File: src/rtl/fifo_ctrl_pkg.sv
// fifo_ctrl_pkg
// Shared constants for the FIFO port arbiter.
//   DEFAULT_DATA_W : default word width, which must match the shared FIFO
//   rd_state_t     : encoding type for the read-sequencing FSM
//   RS_IDLE        : waiting for the FIFO to become non-empty
//   RS_FETCH       : rd_en was sampled, so buf_out is valid this cycle
//   RS_HOLD        : out_data holds a word that has not been consumed yet
package fifo_ctrl_pkg;

  localparam int DEFAULT_DATA_W = 8;

  typedef logic [1:0] rd_state_t;

  localparam logic [1:0] RS_IDLE  = 2'd0;
  localparam logic [1:0] RS_FETCH = 2'd1;
  localparam logic [1:0] RS_HOLD  = 2'd2;

endpackage

File: src/rtl/rr_arbiter.sv
// rr_arbiter
// Purely combinational round-robin pick. The rotating pointer is owned by
// the parent module.
// Ports:
//   cand      in  NUM_REQ         : requests eligible this cycle
//   ptr       in  clog2(NUM_REQ)  : highest-priority index for this cycle
//   grant     out NUM_REQ         : one-hot grant, all zero if cand is empty
//   grant_idx out clog2(NUM_REQ)  : index of the granted bit, 0 if no grant
module rr_arbiter #(
  parameter int NUM_REQ = 4
) (
  input  logic [NUM_REQ-1:0]         cand,
  input  logic [$clog2(NUM_REQ)-1:0] ptr,
  output logic [NUM_REQ-1:0]         grant,
  output logic [$clog2(NUM_REQ)-1:0] grant_idx
);

  localparam int IDX_W = $clog2(NUM_REQ);

  int   idx;
  logic found;

  // Walk NUM_REQ positions starting at ptr. The wrap is an explicit
  // subtraction, so NUM_REQ does not have to be a power of two.
  always_comb begin
    grant     = '0;
    grant_idx = '0;
    found     = 1'b0;
    idx       = 0;
    for (int k = 0; k < NUM_REQ; k++) begin
      idx = int'(ptr) + k;
      if (idx >= NUM_REQ) idx = idx - NUM_REQ;
      if (!found && cand[idx]) begin
        found      = 1'b1;
        grant[idx] = 1'b1;
        grant_idx  = IDX_W'(idx);
      end
    end
  end

endmodule

File: src/rtl/fifo_port_arbiter.sv
// fifo_port_arbiter
// Shares one syncbram_fifo among NUM_REQ producers and drains it into a
// valid/ready consumer stream.
// Ports:
//   clk, rst                      : clock and synchronous active-low reset
//   req_valid/req_data/req_ready  : producer side; req_ready is a one-hot grant
//   fifo_wr_en/fifo_buf_in        : FIFO write port
//   fifo_buf_full/fifo_buf_empty  : FIFO status flags
//   fifo_rd_en/fifo_buf_out       : FIFO read port; buf_out is valid one cycle after rd_en
//   out_valid/out_ready/out_data  : consumer side; out_data is registered
//   grant_id                      : index of the current grant, 0 if there is no grant
module fifo_port_arbiter
  import fifo_ctrl_pkg::*;
#(
  parameter int NUM_REQ = 4,
  parameter int DATA_W  = DEFAULT_DATA_W
) (
  input  logic                        clk,
  input  logic                        rst,
  input  logic [NUM_REQ-1:0]          req_valid,
  input  logic [NUM_REQ*DATA_W-1:0]   req_data,
  output logic [NUM_REQ-1:0]          req_ready,
  output logic                        fifo_wr_en,
  output logic [DATA_W-1:0]           fifo_buf_in,
  input  logic                        fifo_buf_full,
  input  logic                        fifo_buf_empty,
  output logic                        fifo_rd_en,
  input  logic [DATA_W-1:0]           fifo_buf_out,
  output logic                        out_valid,
  input  logic                        out_ready,
  output logic [DATA_W-1:0]           out_data,
  output logic [$clog2(NUM_REQ)-1:0]  grant_id
);

  localparam int IDX_W = $clog2(NUM_REQ);

  // ---------------- write side ----------------
  logic [NUM_REQ-1:0] cand;
  logic [IDX_W-1:0]   ptr_reg, ptr_next;
  logic [DATA_W-1:0]  masked_data [NUM_REQ];

  // The full check is deliberately conservative. A pop in the same cycle
  // does not make room for a push.
  assign cand = (rst && !fifo_buf_full) ? req_valid : '0;

  rr_arbiter #(.NUM_REQ(NUM_REQ)) u_rr_arbiter (
    .cand      (cand),
    .ptr       (ptr_reg),
    .grant     (req_ready),
    .grant_idx (grant_id)
  );

  assign fifo_wr_en = |req_ready;

  // AND-OR data mux driven by the one-hot grant. The result is zero when
  // nobody is granted.
  for (genvar gi = 0; gi < NUM_REQ; gi++) begin : g_mask
    assign masked_data[gi] = req_ready[gi] ? req_data[gi*DATA_W +: DATA_W] : '0;
  end

  always_comb begin
    fifo_buf_in = '0;
    for (int i = 0; i < NUM_REQ; i++) begin
      fifo_buf_in = fifo_buf_in | masked_data[i];
    end
  end

  always_comb begin
    ptr_next = ptr_reg;
    if (fifo_wr_en) begin
      ptr_next = (grant_id == IDX_W'(NUM_REQ - 1)) ? '0 : grant_id + IDX_W'(1);
    end
  end

  // ---------------- read side ----------------
  rd_state_t         state_reg, state_next;
  logic              out_valid_reg, out_valid_next;
  logic [DATA_W-1:0] out_data_reg, out_data_next;

  assign fifo_rd_en = rst && !fifo_buf_empty &&
                      ((state_reg == RS_IDLE) || ((state_reg == RS_HOLD) && out_ready));

  always_comb begin
    state_next     = state_reg;
    out_valid_next = out_valid_reg;
    out_data_next  = out_data_reg;
    case (state_reg)
      RS_IDLE: begin
        if (fifo_rd_en) state_next = RS_FETCH;
      end
      RS_FETCH: begin
        // buf_out is valid now because rd_en was sampled at the last edge.
        out_data_next  = fifo_buf_out;
        out_valid_next = 1'b1;
        state_next     = RS_HOLD;
      end
      RS_HOLD: begin
        if (out_ready) begin
          out_valid_next = 1'b0;
          state_next     = fifo_rd_en ? RS_FETCH : RS_IDLE;
        end
      end
      default: begin
        out_valid_next = 1'b0;
        state_next     = RS_IDLE;
      end
    endcase
  end

  always_ff @(posedge clk) begin
    if (!rst) begin
      ptr_reg       <= '0;
      state_reg     <= RS_IDLE;
      out_valid_reg <= 1'b0;
      out_data_reg  <= '0;
    end else begin
      ptr_reg       <= ptr_next;
      state_reg     <= state_next;
      out_valid_reg <= out_valid_next;
      out_data_reg  <= out_data_next;
    end
  end

  assign out_valid = out_valid_reg;
  assign out_data  = out_data_reg;

endmodule
File: config.mk
export PLATFORM = sky130hd
export DESIGN_NAME = fifo_port_arbiter
export DESIGN_NICKNAME = d
export VERILOG_FILES = /design/src/rtl/fifo_ctrl_pkg.sv /design/src/rtl/rr_arbiter.sv /design/src/rtl/fifo_port_arbiter.sv
export SDC_FILE = /design/constraint.sdc
export NUM_CORES = 1
export LEC_CHECK = 0
export BUFFER_PORTS_ARGS = -buffer_cell sky130_fd_sc_hd__buf_2
export CORE_ASPECT_RATIO = 2
export CORE_UTILIZATION = 45
export CTS_BUF_LIST = sky130_fd_sc_hd__clkbuf_2 sky130_fd_sc_hd__clkbuf_4 sky130_fd_sc_hd__clkbuf_8
export CTS_CLUSTER_SIZE = 14
export DETAILED_ROUTE_END_ITERATION = 12
export PLACE_DENSITY = 0.82
export SYNTH_ARGS = -nofsm -noshare
export SYNTH_HDL_FRONTEND = slang
export SYNTH_SLANG_ARGS = --single-unit
File: constraint.sdc
create_clock -name clk -period 3.65 [get_ports clk]
set_input_delay 0 -clock clk [delete_from_list [all_inputs] [get_ports clk]]
set_output_delay 0 -clock clk [all_outputs]
set_load 0.01 [all_outputs]
==> results by group <==
Final layout
  – Utilization after layout: 0.650
  – Largest register FFs: 8
  – ANT cells: 0
  – Area Overhead vs Synth: 37.6%
  – Post-route cell area: 0.00167 mm²
  – Layout Nets: 279
  – Layout cells sized above 1: 0.416

Timing
  – Post-Route Setup TNS: 0 ns
  – Final min period: 3.17 ns
  – Max frequency: 0.315 GHz
  – Endpoints failing hold: 0
  – Final hold slack: 0.00504 ns
  – RSZ-0062 raised after global routing: no
  – Actual slew at the worst max-slew pin: 0.576 ns
  – Worst setup skew after layout: roughly 0.0026 ns
  – Final count of pins violating max slew: 0
  – Final setup vio count: 0
  – Headroom to the max-slew limit: 0.615
  – Final worst-path cycle share: 0.869

Synth
  – Dominant cells by area after synthesis: dfxtp_1 (21%), a22oi_1 (11%), nand2_1 (8.3%), ha_1 (8.2%), mux4_2 (5.6%)
  – Synth cell count leaders: nand2_1 (27), a22oi_1 (18), dfxtp_1 (13), nor2b_1 (9)
  – Syn nets: 202
  – YS warnings: 0
  – Cells after synthesis: around 150
  – Synth async-reset ratio: 0
  – Register area share after synthesis: 0.214
  – Post-synthesis mux area share: 0.0639
  – Mean post-synth cell area: 8.38 µm²
  – Yosys cell types: 42
  – Largest family of logic cells by synthesized area: simple AND/OR/NAND/NOR gates
  – Post-synthesis simple-gate area fraction: 0.296
  – Complex-gate fraction of the synthesized area: 0.286
  – Post-synth EDFFs: 0
  – Post-synth top area share: 0.214
  – Area share of xor/xnor cells in the synthesized design: 0.00721
  – Main synth FF type: dfxtp_1
  – Synthesized area: 0.00121 mm²
  – Synth Register Bits: 13
  – Most frequent cell after synthesis: nand2_1
  – Cell taking the most area after synthesis: dfxtp_1
  – Adder-cell share of the synthesized area: 0.0824

Run
  – Max cap viols: 0

Status
  – Status: complete, no violations

Min path
  – Worst min path class: primary input to register

Detailed routing
  – TritonRoute pass-1 iters: 4
  – Starting DRT DRC Count: 22
  – Final antenna-violating net count: 0
  – DRC: 0
  – WL/cell: 13.5 µm
  – Via count: 1421
  – WL final: 3350 µm
  – Vias/cell: 5.71

Global route
  – GRT overflow: 0
  – Vias in the first global route: 1270
  – GRT Total Usage: 0.237
  – Initial antenna violation count: 0
  – Pin count of the biggest net entering global routing: 17
  – First-pass GRT wire length: 4980 µm

Die
  – Die height: 75.5 µm
  – Die Width: 38.7 µm
  – Initial Utilization: 0.473
  – DIE AREA: 0.00292 mm²
  – Core area: 0.00257 mm²
  – I/O pins: 74
  – Num rows: 26

Clocking
  – Clock latency at the later pin of the worst-skew pair: 0.25 ns
  – CTS tree: built
  – Largest buffer count on any clock path: 2
  – Number of clock sinks: 13
  – H-tree depth: 1
  – CTS buffer count: 3
  – Post-CTS sizing: 0
  – Clock transition at path regs: 0.05 ns
  – Clock Tree Root: clkbuf_8

Pwr
  – Leak Pwr: 0.841 nW
  – Pwr/cell area: ~340 mW/mm²
  – Worst VDD drop: 317 µV

Place
  – Detail Placement HPWL: 2640 µm
  – Cell Area, Placed: 0.00157 mm²
  – Routability Congestion: 0.915
  – IO buf count: between 70 and 80

Worst setup path
  – CP Max Fanout: 10
  – Worst setup path category: register to output pin
  – Worst EP arrival: 3.17 ns
  – Critical Path RT: 3.65 ns
  – Critical Path Sink Type: output pin
  – Worst setup SP type: register
==> critical path, stage by stage, from the launching register on <==
cell     delay (ns)
dfxtp_1        0.46
inv_2          0.13
ha_1           0.43
mux4_2         0.56
nor3b_2        0.22
a22oi_1        0.19
nand3_2        0.21
or4_4          0.56
buf_2          0.17
==> per-stage QoR <==
step	power [mW]	worst slack, ns	std cells
floorplan	0.353	0.499	145
global placement	0.420	0.583	240
detailed placement	0.423	0.500	240
CTS	0.565	0.466	249
global route	0.599	0.262	249
finish	0.561	0.478	249
==> what timing repair did <==
| item | in CTS | in global routing |
|---|---|---|
| hold endpoints to repair | 5 | 0 |
| buffers inserted | 0 | 0 |
| hold buffers | 5 | 0 |
| endpoints found under the setup margin | 0 | 0 |
==> area by class of cell <==
type | instances | area (µm²)
Fill cell | 236 | 898
Multi-Input combinational cell | 122 | 893
Timing Repair Buffer | 79 | 423
Sequential cell | 13 | 260
Clock buffer | 4 | 48.8
Tap cell | 28 | 35.0
Inverter | 3 | 11.3
==> placed cells by master (no fill, tap or decap), drive strengths merged, types with 4 or more instances in the layout <==
master,count
buf,74
nand2,27
a22oi,20
dfxtp,13
nor2b,9
a21boi,8
ha,8
nand3,8
o21ai,7
dlygate4sd3,5
nor2,4
clkbuf,4
==> per-layer routing <==
metal / GRT usage / vias up / wire length (µm)
met3: 0.0466 / 9 / 275
met5: 0 / - / 0
met1: 0.179 / 643 / 1130
met2: 0.483 / 80 / 1870
li1: - / 689 / -
met4: 0.142 / 0 / 73
==> logic make-up after synthesis <==
group | after synthesis
AND/OR/NAND/NOR | 63
AO/OA/AOI/OAI | 46
XOR/XNOR | 1
multiplexers | 4
flip-flops | 13
adder cells (fa/ha/maj) | 8
buffers and inverters | 10
==> final timing paths <==
path	endpoint	from	slack, ns	cells after the start
setup / recovery	fifo_wr_en	ptr_reg[1]$_SDFFE_PN0P_	0.48	8
hold reg to reg	out_data[7]$_SDFFE_PN0P_	out_data[7]$_SDFFE_PN0P_	0.46	2
hold / removal	out_data[5]$_SDFFE_PN0P_	fifo_buf_out[5]	0.005	3
setup reg to reg	ptr_reg[1]$_SDFFE_PN0P_	ptr_reg[1]$_SDFFE_PN0P_	0.50	9
==> power breakdown <==
group | total [mW] | leakage [nW] | internal, mW | switching [mW]
Sequential | 0.159 | 0.106 | 0.152 | 0.00699
Clock | 0.136 | 0.0262 | 0.0846 | 0.0518
Combinational | 0.265 | 0.709 | 0.123 | 0.142
Total | 0.561 | 0.841 | 0.360 | 0.201
(Power assumes the default switching activity.)
